[config.mk]
export PLATFORM = sky130hd
export DESIGN_NAME = cv32e40p_x_disp_mo
export DESIGN_NICKNAME = d
export VERILOG_FILES = /design/src/rtl/cv32e40p_x_if_pkg.sv /design/src/rtl/cv32e40p_x_sb_cnt.sv /design/src/rtl/cv32e40p_x_disp_mo.sv
export SDC_FILE = /design/constraint.sdc
export NUM_CORES = 1
export LEC_CHECK = 0
export ABC_AREA = 0
export CORE_MARGIN = 3
export CORE_UTILIZATION = 60
export DETAILED_ROUTE_END_ITERATION = 8
export GPL_TIMING_DRIVEN = 0
export PLACE_DENSITY = 0.83
export SYNTH_ARGS = -nofsm -noshare
export SYNTH_HDL_FRONTEND = slang
export SYNTH_SLANG_ARGS = --single-unit
[constraint.sdc]
create_clock -name clk_i -period 3.68 [get_ports clk_i]
set_input_delay 0.368 -clock clk_i [delete_from_list [all_inputs] [get_ports clk_i]]
set_output_delay 0.368 -clock clk_i [all_outputs]
set_load 0.02 [all_outputs]
[src/rtl/cv32e40p_x_if_pkg.sv]
// Shared types for the X-interface dispatcher: offload ID type and ID-table entry.
package cv32e40p_x_if_pkg;

    localparam int unsigned X_ID_WIDTH_DEFAULT = 3;

    typedef logic [X_ID_WIDTH_DEFAULT-1:0] x_id_t;

    typedef struct packed {
        logic       valid;
        logic [4:0] rd;
    } sb_entry_t;

endpackage

[src/rtl/cv32e40p_x_sb_cnt.sv]
// Per-register pending-write counters: one increment and one decrement port per cycle.
module cv32e40p_x_sb_cnt #(
    parameter int unsigned CNT_W = 2
) (
    input  logic        clk_i,
    input  logic        rst_i,
    input  logic        inc_en,
    input  logic [4:0]  inc_addr,
    input  logic        dec_en,
    input  logic [4:0]  dec_addr,
    output logic [31:0] nz,
    output logic [31:0] sat
);

    for (genvar r = 0; r < 32; r++) begin : g_reg
        logic [CNT_W-1:0] cnt_q;
        logic             inc, dec;

        assign inc = inc_en & (inc_addr == 5'(r));
        assign dec = dec_en & (dec_addr == 5'(r));

        // Simultaneous inc and dec on the same register cancel out
        always_ff @(posedge clk_i) begin
            if (rst_i) begin
                cnt_q <= '0;
            end else if (inc & ~dec) begin
                cnt_q <= cnt_q + 1'b1;
            end else if (dec & ~inc) begin
                cnt_q <= cnt_q - 1'b1;
            end
        end

        assign nz[r]  = |cnt_q;
        assign sat[r] = &cnt_q;
    end

endmodule

[src/rtl/cv32e40p_x_disp_mo.sv]
// Multi-outstanding X-interface dispatcher: offloads decoder-rejected instructions and
// tracks in-flight writebacks by ID with a counting per-register scoreboard.
module cv32e40p_x_disp_mo
    import cv32e40p_x_if_pkg::*;
#(
    parameter int unsigned X_NUM_RS        = 3,
    parameter int unsigned X_ID_WIDTH      = X_ID_WIDTH_DEFAULT,
    parameter int unsigned MAX_OUTSTANDING = 4,
    parameter int unsigned SB_CNT_WIDTH    = 2
) (
    input  logic                           clk_i,
    input  logic                           rst_i,
    input  logic                           x_illegal_insn_dec_i,
    input  logic                           x_writeback_i,
    input  logic [4:0]                     x_waddr_id_i,
    input  logic [X_NUM_RS-1:0][4:0]       x_rs_addr_i,
    input  logic [X_NUM_RS-1:0]            x_regs_used_i,
    input  logic [4:0]                     x_waddr_ex_i,
    input  logic                           x_we_ex_i,
    input  logic [4:0]                     x_waddr_wb_i,
    input  logic                           x_we_wb_i,
    input  logic                           x_ex_valid_i,
    input  logic                           x_branch_or_jump_i,
    input  logic                           x_load_stall_i,
    input  logic                           id_ready_i,
    output logic                           x_valid_o,
    input  logic                           x_ready_i,
    input  logic                           x_accept_i,
    output logic [X_ID_WIDTH-1:0]          x_id_o,
    output logic [X_NUM_RS-1:0]            x_rs_valid_o,
    output logic                           x_rd_clean_o,
    input  logic                           x_result_valid_i,
    input  logic [X_ID_WIDTH-1:0]          x_result_id_i,
    output logic [4:0]                     x_result_rd_o,
    output logic                           x_result_ready_o,
    output logic                           x_stall_o,
    output logic                           x_illegal_insn_o,
    output logic                           x_result_err_o
);

    localparam int unsigned N_ID  = 2 ** X_ID_WIDTH;
    localparam int unsigned OUT_W = $clog2(MAX_OUTSTANDING + 1);

    sb_entry_t             tbl_q [N_ID];
    logic [X_ID_WIDTH-1:0] next_id_q;
    logic [OUT_W-1:0]      outst_q;
    logic                  issued_q;
    logic [31:0]           nz, sat_v;

    logic rd_nz, wb_rd, full, sat, hs, iss_wb, res_hit, dep_any, dep;

    assign rd_nz  = x_waddr_id_i != 5'd0;
    assign wb_rd  = x_writeback_i & rd_nz;
    assign full   = (outst_q == OUT_W'(MAX_OUTSTANDING)) | tbl_q[next_id_q].valid;
    assign sat    = sat_v[x_waddr_id_i] & wb_rd;

    assign x_valid_o = ~rst_i & x_illegal_insn_dec_i & ~x_branch_or_jump_i & ~x_load_stall_i
                     & ~issued_q & ~full & ~sat;
    assign x_id_o    = next_id_q;
    assign hs        = x_valid_o & x_ready_i;
    assign iss_wb    = hs & x_accept_i & wb_rd;

    assign x_illegal_insn_o = hs & ~x_accept_i;
    assign x_result_rd_o    = tbl_q[x_result_id_i].rd;
    assign res_hit          = ~rst_i & x_result_valid_i & tbl_q[x_result_id_i].valid;
    assign x_result_err_o   = ~rst_i & x_result_valid_i & ~tbl_q[x_result_id_i].valid;
    assign x_result_ready_o = 1'b1;

    cv32e40p_x_sb_cnt #(.CNT_W(SB_CNT_WIDTH)) i_sb_cnt (
        .clk_i    (clk_i),
        .rst_i    (rst_i),
        .inc_en   (iss_wb),
        .inc_addr (x_waddr_id_i),
        .dec_en   (res_hit),
        .dec_addr (tbl_q[x_result_id_i].rd),
        .nz       (nz),
        .sat      (sat_v)
    );

    // EX/WB hazards on sources are masked once EX can forward its result
    always_comb begin
        x_rs_valid_o = '0;
        dep_any      = 1'b0;
        for (int i = 0; i < X_NUM_RS; i++) begin
            x_rs_valid_o[i] = (x_rs_addr_i[i] == 5'd0) |
                ~(nz[x_rs_addr_i[i]] |
                  ((x_rs_addr_i[i] == x_waddr_ex_i) & x_we_ex_i & ~x_ex_valid_i) |
                  ((x_rs_addr_i[i] == x_waddr_wb_i) & x_we_wb_i & ~x_ex_valid_i));
            dep_any = dep_any | (x_regs_used_i[i] & nz[x_rs_addr_i[i]]);
        end
    end

    assign x_rd_clean_o = ~rd_nz |
        ~(nz[x_waddr_id_i] |
          ((x_waddr_id_i == x_waddr_ex_i) & x_we_ex_i) |
          ((x_waddr_id_i == x_waddr_wb_i) & x_we_wb_i));

    assign dep       = ~x_illegal_insn_o & ~x_illegal_insn_dec_i & dep_any;
    assign x_stall_o = (x_valid_o & ~x_ready_i) | dep |
                       (x_illegal_insn_dec_i & ~issued_q & (full | sat));

    // A slot freed this cycle cannot be re-issued this cycle: full reads registered valid
    always_ff @(posedge clk_i) begin
        if (rst_i) begin
            for (int i = 0; i < N_ID; i++) tbl_q[i] <= '0;
            next_id_q <= '0;
            outst_q   <= '0;
            issued_q  <= 1'b0;
        end else begin
            if (res_hit) tbl_q[x_result_id_i].valid <= 1'b0;
            if (iss_wb) tbl_q[next_id_q] <= '{valid: 1'b1, rd: x_waddr_id_i};
            if (hs & x_accept_i) next_id_q <= next_id_q + 1'b1;
            if (iss_wb & ~res_hit)      outst_q <= outst_q + 1'b1;
            else if (res_hit & ~iss_wb) outst_q <= outst_q - 1'b1;
            if (id_ready_i)  issued_q <= 1'b0;
            else if (hs)     issued_q <= 1'b1;
        end
    end

endmodule

== Word-level counts from Yosys, hierarchy flattened ==
Memory sizes are Yosys's and may differ from the RTL's. A register that Yosys moved wholly into a read port is not among the register bits.
Index checks and enable logic that the tools add are counted.

* Register bits: 71
* Bits in writable memories: 48
* Bits of input ports: 49
* Output and inout port bits: 17
* Word-level logic and storage cells: 644
* Memories: 1

{| class="wikitable"
|+ Memories
! name !! depth !! width !! rd ports !! clocked after memory_dff !! write ports !! line !! RTL
|-
| tbl_q || 8 || 6 || 2 || 1 || 8 || cv32e40p_x_disp_mo.sv:44 || <nowiki>sb_entry_t tbl_q [N_ID];</nowiki>
|}

* $add $sub $neg: 67
* Magnitude comparators: 4
* Equality and inequality tests: 71
* Mux-type cells: 92
* Bitwise gates (word level): 268
* Reduce and logical (&&, ||, !) cells: 106

{| class="wikitable"
|+ Operators by type and width
! operator !! count
|-
| AND 1 bit || 167
|-
| == test 5 bit, second input constant || 32
|-
| two-way mux 2 bit || 65
|-
| NOT 1 bit || 83
|-
| == test 5 x 4 -> 1 bit, second input constant || 16
|-
| nonzero test 2 bit || 33
|-
| OR reduction 2 bit || 33
|-
| adder 2 x 1 -> 2 bit, second input constant || 32
|-
| AND reduction 2 bit || 32
|-
| subtractor 2 x 1 -> 2 bit, second input constant || 32
|-
| == test 5 x 3 -> 1 bit, second input constant || 8
|-
| == test 5 bit || 8
|-
| binary-select mux 1 bit (select 5 bit) || 5
|-
| zero test 5 bit || 5
|-
| < comparator 5 x 6 -> 1 bit, second input constant || 4
|-
| == test 5 x 2 -> 1 bit, second input constant || 4
|-
| two-way mux 3 bit || 6
|-
| OR 1 bit || 18
|-
| two-way mux 1 bit || 14
|-
| two-way mux 6 bit || 2
|-
| OR reduction 6 bit || 2
|-
| == test 5 x 1 -> 1 bit, second input constant || 2
|-
| adder 3 x 1 -> 3 bit, second input constant || 2
|-
| nonzero test 5 bit || 1
|-
| other kinds (2) || 2
|}

== Longest topological paths before layout ==
* Depth after elaboration: 15
* Gate-level depth with buffers: 14
* Depth with buffers taken out: 11

== Cells and area by module ==
From an unflattened synthesis, not the netlist that was laid out.

* Cells, all modules: 920
* Area, all modules: 8548.2 um^2

{| class="wikitable"
|+ By module, submodules not included
! module !! instances !! cells an instance !! area each (um^2)
|-
| cv32e40p_x_disp_mo || 1 || 458 || 4769.6
|-
| cv32e40p_x_sb_cnt || 1 || 462 || 3778.6
|}

== Least setup slack after synthesis ==
No wires, ideal clock.

* Path kind: input-to-reg
* Start: input x_result_id_i[2]
* End: register i_sb_cnt.g_reg[14].cnt_q[1]
* Setup time: 70 ps
* Data arrival time: 3082 ps
* Required time: 3610 ps
* Path slack: 528 ps
* Stages: 12
* Cell sequence: clkbuf_1 > clkbuf_1 > mux2i_1 > nor2_1 > a21oi_1 > o211ai_1 > and2_1 > nor2b_1 > nand2_1 > ha_1 > or3_1 > a21oi_1

* Word-level cells in the longest chain between the ends: 6
* Elaborated cells between the ends (all ways): 9
* Classes of those cells: eq/ne: 1; mux: 1; bitwise: 5; reduce/logical: 1; memory: 1

{| class="wikitable"
|+ Ends and longest elaborated chain
! item !! line !! RTL
|-
| start, declared || cv32e40p_x_disp_mo.sv:33 || <nowiki>input logic [X_ID_WIDTH-1:0] x_result_id_i,</nowiki>
|-
| memory (8 x 6 bit) (*) || n/a ||
|-
| via x_result_rd_o[3] || cv32e40p_x_disp_mo.sv:34 || <nowiki>output logic [4:0] x_result_rd_o,</nowiki>
|-
| == test 5 x 4 -> 1 bit (*) || cv32e40p_x_sb_cnt.sv:20 || <nowiki>assign dec = dec_en & (dec_addr == 5'(r));</nowiki>
|-
| AND 1 bit (*) || cv32e40p_x_sb_cnt.sv:20 ||
|-
| NOT 1 bit || cv32e40p_x_sb_cnt.sv:26 || <nowiki>end else if (inc & ~dec) begin</nowiki>
|-
| AND 1 bit || cv32e40p_x_sb_cnt.sv:26 ||
|-
| two-way mux 2 bit / nonzero test 2 bit (equally long branches) || n/a ||
|-
| end signal, assigned || cv32e40p_x_sb_cnt.sv:27 || <nowiki>cnt_q <= cnt_q + 1'b1;</nowiki>
|-
| end signal, assigned || cv32e40p_x_sb_cnt.sv:29 || <nowiki>cnt_q <= cnt_q - 1'b1;</nowiki>
|-
| end, declared || cv32e40p_x_sb_cnt.sv:16 || <nowiki>logic [CNT_W-1:0] cnt_q;</nowiki>
|}

The timed path passes the listed nets; every way through them passes the cells marked *.
A chain may end at the register's enable or synchronous reset.

== Worst setup path after layout ==
* Start: input x_rs_addr_i[0] (netlist bit)
* End: output x_stall_o

* Word-level cells in the longest chain between the ends: 8

{| class="wikitable"
|+ Ends and longest elaborated chain
! item !! line !! RTL
|-
| start, declared || cv32e40p_x_disp_mo.sv:16 || <nowiki>input logic [X_NUM_RS-1:0][4:0] x_rs_addr_i,</nowiki>
|-
| binary-select mux 1 bit (select 5 bit) || cv32e40p_x_disp_mo.sv:89 || <nowiki>dep_any = dep_any | (x_regs_used_i[i] & nz[x_rs_addr_i[i]]);</nowiki>
|-
| two-way mux 1 bit (implied by the code) || cv32e40p_x_disp_mo.sv:89 ||
|-
| AND 1 bit || cv32e40p_x_disp_mo.sv:89 ||
|-
| OR 1 bit (2 in series) || cv32e40p_x_disp_mo.sv:89 ||
|-
| AND 1 bit || cv32e40p_x_disp_mo.sv:98 || <nowiki>assign dep = ~x_illegal_insn_o & ~x_illegal_insn_dec_i & dep_any;</nowiki>
|-
| OR 1 bit (2 in series) || cv32e40p_x_disp_mo.sv:99 || <nowiki>assign x_stall_o = (x_valid_o & ~x_ready_i) | dep |</nowiki>
|-
| end, declared || cv32e40p_x_disp_mo.sv:36 || <nowiki>output logic x_stall_o,</nowiki>
|}

Every way passes these cells. The select of a mux whose other input is x is not followed.

==> qor.yml <==
outcome: "complete, no violations"
drc: 0
initial_utilization: 0.6253
io_buffers: 53
avgSynthCellArea_um2: 9.295
yosysSeqAreaShare: 0.3379
numCtsBuffers: 17
cts_tree: "built"
overflow: 0
synth_cell_types: 61
setup_viol: 0
design_area_um2: 9947
clkTransAtPathRegs_ns: 0.05
crit_chain: "clkdlybuf4s50_1, clkbuf_2, a2111oi_0, o41ai_1, a21oi_1, a222oi_1, mux2i_1, dlygate4sd2_1"
hold_path_class: "register to register"
die_w_um: 124.4
antenna_found_initial: 0
fin_cells: 1174
placed_cells: 1134
endpoint: "x_stall_o"
max_freq_ghz: 0.2796
rr_worst_depth: 11
cp_top_family: "compound AO/OA/AOI/OAI gates"
area_growth_pct: 18.25
tightest_slew_ns: 0.7852
crit_required_ns: 3.31
route.vias.total: 7683
end_kind: "output port"
async_flop_share: 0
die_y_um: 124.4
syn-num-nets: 989
htree_levels: 4
drt-total-wl_um: 24570
critPathLaunch: "x_rs_addr_i[0]"
grt_pass1_wl_um: 38250
vias_per_cell: 6.544
skew_ns: 0.01074
hold_buffers: 0
critPathKind: "input port to output port"
synth-main-ff-cell: "dfxtp_1"
grt_max_degree: 17
worstSetupStartpointType: "input port"
final.setup.tns_ns: 0
vdd_drop_max_v: 0.0003661
cp.depth: 8
power_uw: 3527
crit_path_max_fanout: 10
fin_crit_ns: 3.576
placed_area_um2: 9163
die_area_um2: 15480
dr.pass1.iters: 6
final_layout_size_suffix_gt1_frac: 0.1393
nNetsFinal: 1069
ys_ff_latch: 122
cts_sinks: 122
maxSlewViolCount: 0
critPathSlowestCell: "a222oi_1"
place_ws_ns: -0.8816
post_synth_instance_area_um2: 8412
maxCapViolations: 0
crit_arrival_ns: 3.21
io_pins: 66
grt_usage: 0.3082
gp_congestion: 0.9889
clock_latency_ns: 0.43
crit_path_max_incr_delay_ns: 0.70
routedWlPerCell_um: 20.93
synth_cells: 905
hold_viol: 0
drt.antenna.violating_nets: 0
p_leak_uw: 0.003699
diodes: 0
row_count: 42
r2r-end: "i_sb_cnt.g_reg[28].cnt_q[1]"
grt_pass1_vias: 7230
clockBufferDepth: 2
synth_warnings: 0
path_buf_inv: 3
core-area_um2: 13450
relSlewSlack: 0.4765
r2r_slack_ns: 0.30
synth-edff-count: 40
setup_slack_ns: 0.1038
finalCritPeriodShare: 0.9718
cts-root-buf: "clkbuf_16"
power_density_nw_per_um2: 354.5
hpwl_um: 17630
drt_iter0_drc: 1085
==> what timing repair did <==
action | in CTS | in global routing
setup buffers | 1 | 7
pin swaps | 3 | 4
hold endpoints to repair | 0 | 0
setup endpoints to repair | 48 | 39
gates resized for setup | 17 | 25
==> worst min-delay path by stage <==
stage / start / end / slack (ns) / cells past startpoint
2_1_floorplan: issued_q / issued_q / 0.44 / 2
3_3_place_gp: issued_q / issued_q / 0.46 / 2
3_5_place_dp: issued_q / issued_q / 0.49 / 2
4_1_cts: issued_q / issued_q / 0.50 / 2
5_1_grt: id_ready_i / issued_q / 0.52 / 2
6_report: outst_q[2] / outst_q[2] / 0.50 / 2
==> cell usage after synthesis, drive strengths merged (10+ instances only) <==
| cell type | instances | area share |
|---|---|---|
| o21ai | 37 | 0.022 |
| clkbuf | 32 | 0.014 |
| ha | 34 | 0.051 |
| dfxtp | 82 | 0.20 |
| nand3b | 10 | 0.0089 |
| nand2 | 64 | 0.029 |
| or3 | 36 | 0.027 |
| buf | 17 | 0.0094 |
| mux2i | 12 | 0.014 |
| nor2 | 93 | 0.041 |
| inv | 11 | 0.0049 |
| mux4 | 37 | 0.099 |
| a21oi | 50 | 0.030 |
| xor2 | 98 | 0.10 |
| nor4 | 18 | 0.013 |
| nand3 | 24 | 0.014 |
| edfxtp | 40 | 0.14 |
| and2 | 47 | 0.035 |
| nor2b | 26 | 0.019 |
| nor3 | 22 | 0.013 |
==> layout by cell type, fill, tap and decap left out, types with 6 or more instances in the layout <==
master           synthesis  final
clkbuf_16                0     17
nand3b_1                10     10
a21oi_1                 49     48
edfxtp_1                40     40
a31o_2                   9      9
o21ai_0                 37     37
mux2_2                   7      7
dfxtp_1                 82     82
mux2i_1                 12     12
xnor2_1                  8      8
and3_1                   9      9
or2_2                    8      8
nand3_1                 24     23
inv_1                   10     10
nor3_1                  22     20
nand2_1                 63     63
mux4_2                  37     37
nor2b_1                 26     21
nor4_1                  18     16
buf_4                    1     12
a221oi_1                 6      6
a22oi_1                  6      6
xor2_1                  98     98
and2_1                  47     47
clkbuf_1                32     29
nand2b_1                 8      8
or3_1                   36     36
clkdlybuf4s50_1          0     50
nor2_1                  93     92
ha_1                    34     34
==> cell type report <==
class / count / area, um^2
multi-input combinational: 723 / 5430
fill: 1007 / 3506
sequential: 122 / 2843
timing repair buffer: 61 / 594.3
clock buffer: 18 / 439.2
buffer: 49 / 234.0
tap: 176 / 220.2
clock inverter: 14 / 145.1
inverter: 11 / 41.29
==> cells by family after synthesis <==
group           count (synthesis)  share of synthesized area
mux                            56                     0.1227
other cells                     2                  0.0008928
flops                         122                     0.3379
compound gates                142                     0.1093
fa+ha+maj                      35                    0.05295
buf+inv                        60                    0.02856
simple gates                  382                     0.2372
xor+xnor                      106                     0.1104
==> metrics by stage <==
step | hold WS (ns) | util
after detailed placement | 0.4892 | 0.6811
final | 0.5042 | 0.7394
after global routing | 0.5230 | 0.7394
after global placement | 0.4604 | 0.6811
after floorplan | 0.4398 | -
after CTS | 0.5004 | 0.7282
==> worst reg2reg max path, cell delays in order (launching register included) <==
cell	delay, ns
dfxtp_1	0.38
mux4_2	0.52
mux2_2	0.30
a21oi_2	0.13
nand4_2	0.21
a2111oi_4	0.30
nand2_2	0.20
buf_4	0.23
nor4_1	0.18
ha_1	0.31
or3_1	0.38
a21oi_1	0.17
==> state kept, by name, summed over array words and instances (netlist names), named ones only <==
signal	count
issued_q	1
outst_q	3
tbl_q	48
x_id_o	3
i_sb_cnt.g.cnt_q	64
==> where the power goes <==
part / total, uW / internal [uW] / switching [uW] / leakage, uW
registers: 1420 / 1410 / 9.03 / 0.00107
logic: 441 / 173 / 268 / 0.00234
clock network: 1670 / 1020 / 654 / 0.000287
total: 3530 / 2600 / 931 / 0.00370
==> per-layer routing <==
| metal | track usage | vias up | part of all wire |
|---|---|---|---|
| met3 | 0.08319 | 96 | 0.11 |
| met5 | 0 | - | 0.00098 |
| met4 | 0.1173 | 2 | 0.035 |
| li1 | - | 3450 | - |
| met2 | 0.4637 | 525 | 0.45 |
| met1 | 0.4261 | 3610 | 0.40 |
(Power assumes the default switching activity.)
